### config.mk
export PLATFORM = sky130hd
export DESIGN_NAME = funct_generator_fifo
export DESIGN_NICKNAME = d
export VERILOG_FILES = /design/src/rtl/funct_generator_fifo.sv
export SDC_FILE = /design/constraint.sdc
export NUM_CORES = 1
export LEC_CHECK = 0
export ABC_AREA = 1
export CAP_MARGIN = 40
export CORE_MARGIN = 4
export CORE_UTILIZATION = 25
export DETAILED_ROUTE_END_ITERATION = 12
export GPL_TIMING_DRIVEN = 0
export SLEW_MARGIN = 20
export SYNTH_ARGS = -nofsm -noshare
export SYNTH_HDL_FRONTEND = slang
export SYNTH_SLANG_ARGS = --single-unit
### constraint.sdc
create_clock -name clk -period 3.37 [get_ports clk]
set_clock_uncertainty 0.1 [all_clocks]
set_input_delay 0.674 -clock clk [delete_from_list [all_inputs] [get_ports clk]]
set_output_delay 0.674 -clock clk [all_outputs]
set_load 0.1 [all_outputs]
### src/rtl/funct_generator_fifo.sv
`default_nettype none
// ============================================================================
// Module      : funct_generator_fifo
// Description : Single-clock sample FIFO between the function generator and a
//               downstream reader. Registered read data with a one-cycle
//               valid pulse, occupancy count, full/empty/almost-full status
//               and sticky overflow/underflow flags.
// Revision    : 1.0 - initial release
// ============================================================================
module funct_generator_fifo #(
  parameter int DATA_WIDTH = 32,
  parameter int ADDR_WIDTH = 4,
  parameter int AF_THRESH  = 12
) (
  input  logic                         clk,
  input  logic                         rst,
  input  logic                         wr_en_i,
  input  logic signed [DATA_WIDTH-1:0] data_i,
  input  logic                         rd_en_i,
  input  logic                         clrh_err_i,
  output logic signed [DATA_WIDTH-1:0] data_o,
  output logic                         valid_o,
  output logic                         full_o,
  output logic                         empty_o,
  output logic                         almost_full_o,
  output logic [ADDR_WIDTH:0]          count_o,
  output logic                         overflow_o,
  output logic                         underflow_o
);

  localparam int                c_depth    = 2 ** ADDR_WIDTH;
  localparam logic [ADDR_WIDTH:0] c_full_cnt = (ADDR_WIDTH + 1)'(c_depth);
  localparam logic [ADDR_WIDTH:0] c_af_cnt   = (ADDR_WIDTH + 1)'(AF_THRESH);

  logic signed [DATA_WIDTH-1:0] r_mem [c_depth];
  logic [ADDR_WIDTH-1:0]        r_wr_ptr;
  logic [ADDR_WIDTH-1:0]        r_rd_ptr;
  logic [ADDR_WIDTH:0]          r_count;
  logic signed [DATA_WIDTH-1:0] r_data;
  logic                         r_valid;
  logic                         r_overflow;
  logic                         r_underflow;

  logic w_full;
  logic w_empty;
  logic w_rd_acc;
  logic w_wr_acc;
  logic w_ovf_evt;
  logic w_unf_evt;

  // Status flags decode straight from the registered count: no added latency.
  assign w_full  = (r_count == c_full_cnt);
  assign w_empty = (r_count == '0);

  // Empty is judged before any same-cycle write, so a write never falls
  // through to the read port. A full FIFO still takes a write when a read
  // frees a slot in the same cycle.
  assign w_rd_acc  = rd_en_i && !w_empty;
  assign w_wr_acc  = wr_en_i && (!w_full || w_rd_acc);
  assign w_ovf_evt = wr_en_i && w_full && !w_rd_acc;
  assign w_unf_evt = rd_en_i && w_empty;

  // Sample storage; deliberately not reset, only written on accepted writes.
  always_ff @(posedge clk) begin
    if (w_wr_acc) begin
      r_mem[r_wr_ptr] <= data_i;
    end
  end

  // Pointers, occupancy and read port; reset has priority over everything.
  always_ff @(posedge clk) begin
    if (!rst) begin
      r_wr_ptr <= '0;
      r_rd_ptr <= '0;
      r_count  <= '0;
      r_data   <= '0;
      r_valid  <= 1'b0;
    end else begin
      if (w_wr_acc) begin
        r_wr_ptr <= r_wr_ptr + ADDR_WIDTH'(1);
      end
      if (w_rd_acc) begin
        r_data   <= r_mem[r_rd_ptr];
        r_rd_ptr <= r_rd_ptr + ADDR_WIDTH'(1);
        r_valid  <= 1'b1;
      end else begin
        r_valid  <= 1'b0;
      end
      case ({w_wr_acc, w_rd_acc})
        2'b10:   r_count <= r_count + (ADDR_WIDTH + 1)'(1);
        2'b01:   r_count <= r_count - (ADDR_WIDTH + 1)'(1);
        default: r_count <= r_count;
      endcase
    end
  end

  // Sticky error flags; a new error event beats a same-cycle clear.
  always_ff @(posedge clk) begin
    if (!rst) begin
      r_overflow  <= 1'b0;
      r_underflow <= 1'b0;
    end else begin
      if (w_ovf_evt) begin
        r_overflow <= 1'b1;
      end else if (clrh_err_i) begin
        r_overflow <= 1'b0;
      end
      if (w_unf_evt) begin
        r_underflow <= 1'b1;
      end else if (clrh_err_i) begin
        r_underflow <= 1'b0;
      end
    end
  end

  assign data_o        = r_data;
  assign valid_o       = r_valid;
  assign full_o        = w_full;
  assign empty_o       = w_empty;
  assign almost_full_o = (r_count >= c_af_cnt);
  assign count_o       = r_count;
  assign overflow_o    = r_overflow;
  assign underflow_o   = r_underflow;

endmodule
`default_nettype wire
==> results.txt, run 1 <==
DP HPWL - 47700 µm
Cells after synthesis - 1711
Crit. End Element - output pin
GRT Util Overall - 0.150
Share of power burned in registers - 0.419
Cell chain of the critical path - nor2_1, nand3_1, inv_1, clkdlybuf4s50_1, buf_8
Starting density of the core - 0.253
Nets - 1971
Vias in the first global route - 15300
CP peak stage delay - 0.54 ns
Initial antenna violation count - 2
Max-slew violations - 0
Synth Net Count - 1755
Final setup violation count - 0
Reg-to-Reg End - r_mem[3][19]
RSZ-0062 raised after global routing - false
Seq/Total Area, Yosys - 0.742
Clock power share - 0.323
Max Freq - 0.329 GHz
CORE AREA - 87000 µm²
Post-synth ARST share - 0
Layout cell share with drive strength beyond 1 - 0.117
Worst setup SP type - flop
DIE WIDTH - 305 µm
Worst Tran Pin Value - 0.940 ns
Number of vias per cell - 4.93
Critical path fanouts, max - 5
CTS tree - yes
Hold buffer count at cts - 0
Synth area leader - edfxtp_1
Combinational power share - 0.258
Main area contributors after synthesis - edfxtp_1, nor2_1, o21ai_0
CTS resizes - 0
Origin of the worst setup path - count_o[2]
Flop-to-flop setup slack - 0.56 ns
Post-CTS setup buffers - 0
Top Layer Used - met4
Post-layout instance area - 27800 µm²
Commonest cells in the netlist - edfxtp_1, nor2_1, o21ai_0, o211ai_1, nand3_1
CP required - 2.60 ns
Worst Setup EP - empty_o
Worst min-delay path category - flop to flop
Initial DRT Pass Iterations - 6
DRT met1 WL - 28100 µm
Worst vdd ir - 0.371 mV
Number of H-tree levels - 2
Wirelength per Cell - 23.1 µm
Final WS setup - 0.332 ns
Predominant post-synthesis flop cell - edfxtp_1
Netlist cell types - 25
Leakage - 9.17 nW
First-pass GRT wire length - 103000 µm
Switching power - 6.09 mW
Slew margin rel. - 0.374
P per Cell Area - 681 nW/µm²
Antenna Violating Nets Remaining - 0
Delay-heaviest family, CP - buffers and inverters
Worst skew pair latency - 0.62 ns
CP Depth - 5
Final Critical Period - 3.04 ns
DRT Wirelength - 72200 µm
Slowest CP cell - clkdlybuf4s50_1
DR iter-0 viols - 1843
Fin crit share - 0.901
Pint - 12.9 mW
Cell area after synthesis - 22000 µm²
Hold path cells - 2
Switching Fraction - 0.321
Synth warn - 0
Worst slack, placed - -0.119 ns
Met3 wire length - 7620 µm
Clk root buf - clkbuf_16
Synth top area share - 0.698
Max_cap viols - 0
I/O pin count - 80
Reg-to-Reg Start - count_o[2]
Clock sink count - 560
Final core utilization - 0.320
Most frequent cell after synthesis - edfxtp_1
Power Total - 18.9 mW
Post-route insts no fill - 3128
Status - finished clean
Critical path type - flop to output pin
Area growth syn-to-layout - 26.3%
Clk buf depth - 3
Number of flops mapped to enable cells by yosys - 512
Critical path buffers and inverters - 3
CTS clk-pin slew, worst paths - 0.06 ns
DRC - 0
Reg2Reg Depth - 7
WP data arrival - 2.26 ns
Via count - 15400
DIE AREA - 92900 µm²
Flops & latches, synth - 560
Grt total ovfl - 0
IO Port Bufs - 78
Met2 Wirelength - 34000 µm
Placed insts - 3015
Row cnt - 108
Synth Area per Inst - 12.9 µm²
Placed cell area - 25900 µm²
RD Place Congestion - 0.835
Inserted Clock Buffers - 58
Chip Height - 305 µm
Endpoints failing hold - 0
Largest net degree at the start of global routing - 20
[worst min path at each step]
| stage | start | to | slack (ns) |
|---|---|---|---|
| after floorplan | r_wr_ptr[1] | r_wr_ptr[1] | 0.40 |
| after global placement | underflow_o | underflow_o | 0.36 |
| after detailed placement | overflow_o | overflow_o | 0.37 |
| after CTS | overflow_o | overflow_o | 0.38 |
| after global routing | overflow_o | overflow_o | 0.41 |
| final | overflow_o | overflow_o | 0.37 |
[cell usage in the layout, fill, tap and decap left out, drive strengths merged]
cell and instances:
clkinv 28, o211ai 129, o21ai 264, nand2 34
nor2 383, nand4 4, diode 1, buf 137
clkinvlp 3, edfxtp 512, ha 7, xnor2 1
nor3 1, clkdlybuf4s50 78, o221ai 32, clkbuf 126
a21oi 11, a211oi 1, or2 1, inv 62
nand3 105, dfxtp 48, bufinv 4, nor3b 1
[kinds of logic after synthesis]
| family | Yosys count | synth area share |
|---|---|---|
| compound gates | 437 | 0.120 |
| xor+xnor | 1 | 0.000398 |
| fa+ha+maj | 7 | 0.00398 |
| buf+inv | 177 | 0.0373 |
| flops | 560 | 0.742 |
| simple gates | 529 | 0.0969 |
[power groups by stage]
stage | sequential (mW) | combinational, mW | clock, mW
final | 7.93 | 4.89 | 6.12
after CTS | 7.94 | 4.85 | 6.20
after global placement | 8.08 | 4.09 | 0
after floorplan | 8.87 | 1.83 | 0
after detailed placement | 8.08 | 4.84 | 0
after global routing | 7.96 | 5.16 | 6.50
[final cells by class]
class                      instances  area (µm²)
timing repair buffer             156        2420
multi-input combinational        974        4990
fill                            8578       59200
inverter                          60         225
tap                             1155        1450
clock buffer                      68        1510
antenna                            1        2.50
buffer                           117         597
clock inverter                    37         283
sequential                       560       16300
[through the flow]
step	hold WS, ns	TNS, ns
5_1_grt	0.409	0
3_5_place_dp	0.367	-12.99
4_1_cts	0.375	0
2_1_floorplan	0.403	0
3_3_place_gp	0.361	-525.70
6_report	0.371	0
[worst reg2reg max path: cells and delay by family (launching register included)]
kind	cells	cell delay, ns
and+or+nand+nor	5	1.33
DFF	1	0.47
AOI/OAI and AO/OA	1	0.31
buffers and inverters	1	0.29
[metal layers]
layer,GRT usage,vias to the layer above
met5,0,-
met2,0.245,926
li1,-,6748
met4,0.0577,0
met1,0.192,7614
met3,0.0355,138
[sequential cells by signal (all words and copies together), names as in the netlist]
register and flops:
r_mem 512, data_o 32, count_o 5, r_rd_ptr 4, r_wr_ptr 4, overflow_o 1
underflow_o 1, valid_o 1
Power figures use the tool's default switching activity.
==> run 2: changes to the inputs <==
--- a/config.mk
+++ b/config.mk
@@ -5,11 +5,11 @@
 export SDC_FILE = /design/constraint.sdc
 export NUM_CORES = 1
 export LEC_CHECK = 0
-export ABC_AREA = 1
 export CAP_MARGIN = 40
 export CORE_MARGIN = 4
 export CORE_UTILIZATION = 25
 export DETAILED_ROUTE_END_ITERATION = 12
+export DONT_BUFFER_PORTS = 1
 export GPL_TIMING_DRIVEN = 0
 export SLEW_MARGIN = 20
 export SYNTH_ARGS = -nofsm -noshare
==> results.txt, run 2 <==
Status - finished clean
Cell area after synthesis - 21400 µm²
Area growth syn-to-layout - 24.0%
CTS clk-pin slew, worst paths - 0.06 ns
Flops & latches, synth - 560
Commonest cells in the netlist - edfxtp_1, mux4_2, mux2i_1, dfxtp_1, nand3_1
Worst skew pair latency - 0.62 ns
Synth top area share - 0.719
CP peak stage delay - 0.69 ns
Most frequent cells in the layout - edfxtp_1, mux4_2, mux2i_1
P per Cell Area - 733 nW/µm²
Area share of xor/xnor cells in the synthesized design - 0.00164
First-pass GRT wire length - 74200 µm
Antenna Cells - 0
Most common cell after layout, fill and taps aside - edfxtp_1
Clk buf depth - 3
Seq/Total Area, Yosys - 0.764
Clock power share - 0.312
Synth Area in Compound Gates - 0.0243
Row cnt - 106
Post-synth ARST share - 0
Grt total ovfl - 0
Slowest CP cell - nor2_4
DP HPWL - 34100 µm
Final Critical Period - 2.91 ns
Number of vias per cell - 4.48
DIE WIDTH - 300 µm
Cell chain of the critical path - clkbuf_2, inv_1, o31a_1, nand2_1, nor2_4, buf_12
Largest family of logic cells by synthesized area - multiplexers
Largest net degree at the start of global routing - 20
Synth warn - 0
Share of power burned in registers - 0.427
Leakage - 8.12 nW
RSZ-0062 raised after global routing - false
DRT Wirelength - 50700 µm
Initial antenna violation count - 0
Synth Net Count - 1029
Layout cell share with drive strength beyond 1 - 0.304
Netlist cell types - 46
Pint - 13.5 mW
Simple-gate portion of the synthesized area - 0.0213
Crit. End Element - flop
Worst setup SP type - flop
Via count - 10300
Final setup violation count - 0
Switching Fraction - 0.308
Chip Height - 300 µm
Main area contributors after synthesis - edfxtp_1, mux4_2, dfxtp_1
Post-CTS setup buffers - 0
DRC - 0
Fin crit share - 0.864
Setup TNS - 0 ns
Power Total - 19.4 mW
Initial DRT Pass Iterations - 6
CTS resizes - 0
IO Port Bufs - 0
DR iter-0 viols - 805
GRT Util Overall - 0.112
CORE AREA - 84200 µm²
Cells after synthesis - 985
Max Freq - 0.344 GHz
Synth Area per Inst - 21.7 µm²
RD Place Congestion - 0.736
Wirelength per Cell - 22.0 µm
Max-slew violations - 0
I/O pin count - 80
Synth Area in Adders - 0.00410
Switching power - 6.00 mW
Worst min-delay path category - input pin to flop
Worst vdd ir - 0.639 mV
Critical path fanouts, max - 18
Clk root buf - clkbuf_16
Worst Tran Pin Value - 0.818 ns
Critical path type - flop to flop
Starting density of the core - 0.254
Nets - 1172
Number of H-tree levels - 2
WP data arrival - 3.13 ns
Delay-heaviest family, CP - simple AND/OR/NAND/NOR gates
Clock sink count - 560
DIE AREA - 90300 µm²
CTS tree - yes
Number of flops mapped to enable cells by yosys - 512
Inserted Clock Buffers - 55
Number of flip-flops under the largest register name - 512
Most frequent cell after synthesis - edfxtp_1
Vias in the first global route - 10600
Register with the most flip-flops - r_mem
Critical path buffers and inverters - 3
Post-synthesis mux area share - 0.168
Slew margin rel. - 0.454
Predominant post-synthesis flop cell - edfxtp_1
Synth area leader - edfxtp_1
Antenna Violating Nets Remaining - 0
CP required - 3.59 ns
Combinational power share - 0.261
Endpoints failing hold - 0
Max_cap viols - 0
-- run 2: changes by cell type after synthesis, sizes merged, moves of 5 or more --
cell    previous run  this run
nand2b             0         6
mux2i              0        70
o211ai           129         3
nor3               1         6
mux4               0       128
clkbuf            58        22
nand2             34        12
buf               59        40
nand3            105        33
a21oi             11         6
o21ai            264         1
nor2             383        24
inv               60         4
-- run 2: path summary, 6_finish.rpt --
| kind | startpoint | end | slack, ns | depth (start not counted) |
|---|---|---|---|---|
| min | data_i[3] | r_mem[10][3] | 0.04 | 0 |
| max | count_o[4] | r_mem[12][26] | 0.46 | 6 |
| min reg2reg | overflow_o | overflow_o | 0.40 | 2 |
| max reg2reg | count_o[4] | r_mem[12][26] | 0.46 | 6 |
-- run 2: cell type report --
| class | count | area [µm²] |
|---|---|---|
| plain buffers | 62 | 337 |
| clock buffers | 81 | 1590 |
| clock inverters | 22 | 226 |
| fillers | 7964 | 57700 |
| inverters | 4 | 15.0 |
| multi-input cells | 359 | 4830 |
| flip-flops and latches | 560 | 16300 |
| well taps | 1134 | 1420 |
| repair buffers | 86 | 1760 |
-- run 2: logic make-up after synthesis --
| logic type | count (synthesis) |
|---|---|
| DFF | 560 |
| muxes | 199 |
| and+or+nand+nor | 93 |
| buffers and inverters | 66 |
| AOI/OAI and AO/OA | 56 |
| adders and majority gates | 7 |
| xor gates and xnor gates | 4 |
-- run 2: stage by stage --
step	hold WS, ns	cell area [µm²]	cells	setup WS, ns	util
after global placement	0.455	22800	2119	-2.35	0.271
after global routing	0.000260	26500	2308	0.321	0.315
after CTS	0.000339	26500	2307	0.427	0.315
after floorplan	0.434	21400	985	-0.431	-
after detailed placement	0.396	24600	2199	0.263	0.293
final	0.0406	26500	2308	0.460	0.315
-- run 2: repair_timing --
item / in CTS / in global routing
endpoints found under the setup margin: 0 / 0
hold endpoints to repair: 18 / 0
hold buffers: 5 / 0
-- run 2: routing by layer --
| layer | vias up | wire length [µm] | track usage |
|---|---|---|---|
| met2 | 303 | 24600 | 0.182 |
| met5 | - | 0 | 0 |
| li1 | 4416 | - | - |
| met1 | 5559 | 21900 | 0.150 |
| met3 | 59 | 3260 | 0.0291 |
| met4 | 0 | 953 | 0.0270 |
-- run 2: power by group through the flow --
stage                     clock network [mW]  logic, mW  registers (mW)
after floorplan                            0       2.03            9.50
after global placement                     0       2.64            9.69
after detailed placement                   0       5.11            8.48
after CTS                               6.20       5.13            8.33
after global routing                    6.50       5.32            8.35
final                                   6.07       5.07            8.31
==> run 3: changes to the inputs <==
--- a/config.mk
+++ b/config.mk
@@ -11,6 +11,7 @@
 export DETAILED_ROUTE_END_ITERATION = 12
 export DONT_BUFFER_PORTS = 1
 export GPL_TIMING_DRIVEN = 0
+export SETUP_SLACK_MARGIN = 0.4
 export SLEW_MARGIN = 20
 export SYNTH_ARGS = -nofsm -noshare
 export SYNTH_HDL_FRONTEND = slang
==> results.txt, run 3 (synthesis gave the netlist of run 2 again) <==
Chip Height - 300 µm
Post-layout instance area - 26600 µm²
Reg2Reg Depth - 9
Worst Tran Pin Value - 0.809 ns
Via count - 10600
Largest net degree at the start of global routing - 20
CP required - 2.60 ns
Placed cell area - 24600 µm²
WP data arrival - 2.21 ns
Final setup violation count - 0
IO Port Bufs - 0
DRT Wirelength - 52200 µm
HP Start - data_i[27]
Endpoints failing hold - 0
Max Freq - 0.335 GHz
Reg-to-Reg Start - count_o[2]
Pint - 13.3 mW
Worst vdd ir - 0.515 mV
Wirelength per Cell - 22.5 µm
DIE AREA - 90300 µm²
Inserted Clock Buffers - 54
Clk root buf - clkbuf_16
GRT Util Overall - 0.114
Critical path fanouts, max - 4
Antenna Cells - 0
Share of power burned in registers - 0.442
Number of vias per cell - 4.57
Clock power share - 0.300
Number of H-tree levels - 2
Leakage - 8.16 nW
Cell chain of the critical path - buf_6, or4_4, buf_12, nor2_2, buf_12
Placed insts - 2193
Switching power - 5.97 mW
Clk buf depth - 3
Worst min-delay path category - input pin to flop
Grt total ovfl - 0
Final Critical Period - 2.99 ns
Initial antenna violation count - 0
Most common cell after layout, fill and taps aside - edfxtp_1
Worst setup SP type - flop
Crit. End Element - output pin
DP HPWL - 34600 µm
Row cnt - 106
Most frequent cells in the layout - edfxtp_1, mux4_2, mux2i_1
I/O pin count - 80
CORE AREA - 84200 µm²
Vias in the first global route - 11100
Final WS setup - 0.385 ns
Status - finished clean
Combinational power share - 0.257
Starting density of the core - 0.254
CP peak stage delay - 0.52 ns
First-pass GRT wire length - 75700 µm
Register with the most flip-flops - r_mem
Clock sink count - 560
Origin of the worst setup path - count_o[2]
Fin crit share - 0.886
DRC - 0
Max_cap viols - 0
Nets - 1181
Max-slew violations - 0
Critical path type - flop to output pin
Worst slack, placed - 0.188 ns
Initial DRT Pass Iterations - 5
Post-route insts no fill - 2317
Number of flip-flops under the largest register name - 512
Area growth syn-to-layout - 24.5%
Worst skew pair latency - 0.61 ns
Final core utilization - 0.316
Flop-to-flop setup slack - 0.43 ns
Antenna Violating Nets Remaining - 0
Slowest CP cell - or4_4
Reg-to-Reg End - r_mem[2][11]
RD Place Congestion - 0.740
Worst path most repeated cell - buf_12
RSZ-0062 raised after global routing - true
P per Cell Area - 725 nW/µm²
CTS clk-pin slew, worst paths - 0.07 ns
Layout cell share with drive strength beyond 1 - 0.314
Switching Fraction - 0.310
DR iter-0 viols - 1107
Slew margin rel. - 0.460
CTS tree - yes
Worst Setup EP - empty_o
DIE WIDTH - 300 µm
[run 3: worst min path at each step]
stage,slack [ns],to,cells past startpoint
floorplan,0.43,r_wr_ptr[1],2
global placement,0.46,r_wr_ptr[1],2
detailed placement,0.39,overflow_o,2
CTS,0.01,r_mem[14][24],0
global route,0.01,r_mem[6][27],0
finish,0.05,r_mem[6][27],0
[run 3: cell type report]
cell class / count / area (µm²)
buffer: 62 / 354
clock buffer: 77 / 1530
clock inverter: 25 / 198
fill: 7966 / 57600
inverter: 4 / 18.8
multi-input combinational: 359 / 4850
sequential: 560 / 16400
tap: 1134 / 1420
timing repair buffer: 96 / 1900
[run 3: what timing repair did]
| item | CTS | global route |
|---|---|---|
| hold buffers | 0 | 0 |
| buffers inserted | 13 | 4 |
| gates resized for setup | 8 | 6 |
| pin swaps | 10 | 4 |
| endpoints found under the setup margin | 167 | 95 |
| endpoints found under the hold margin | 0 | 0 |
[run 3: power groups by stage]
stage	clock [mW]	sequential, mW	combinational, mW
after CTS	5.93	8.55	4.97
final	5.79	8.53	4.97
after global placement	0	9.70	2.67
after global routing	6.23	8.57	5.21
after detailed placement	0	8.69	4.82
after floorplan	0	9.51	2.05
[run 3: through the flow]
stage,total power [mW],hold WS (ns),TNS [ns]
after floorplan,11.6,0.434,0
after global placement,12.4,0.463,-223.14
after detailed placement,13.5,0.389,0
after CTS,19.4,0.0137,0
after global routing,20.0,0.0139,0
final,19.3,0.0547,0
[run 3: layer usage]
layer	global-route usage	share of wire
met1	0.157	0.43
met2	0.183	0.48
met3	0.0288	0.083
met4	0.0273	0.015
met5	0	0
[run 3: worst max-delay path, delay by kind of cell, from the launching register on]
kind                   cells  cell delay [ns]
buffers and inverters      3             0.51
flip-flops                 1             0.45
AND/OR/NAND/NOR            2             0.67
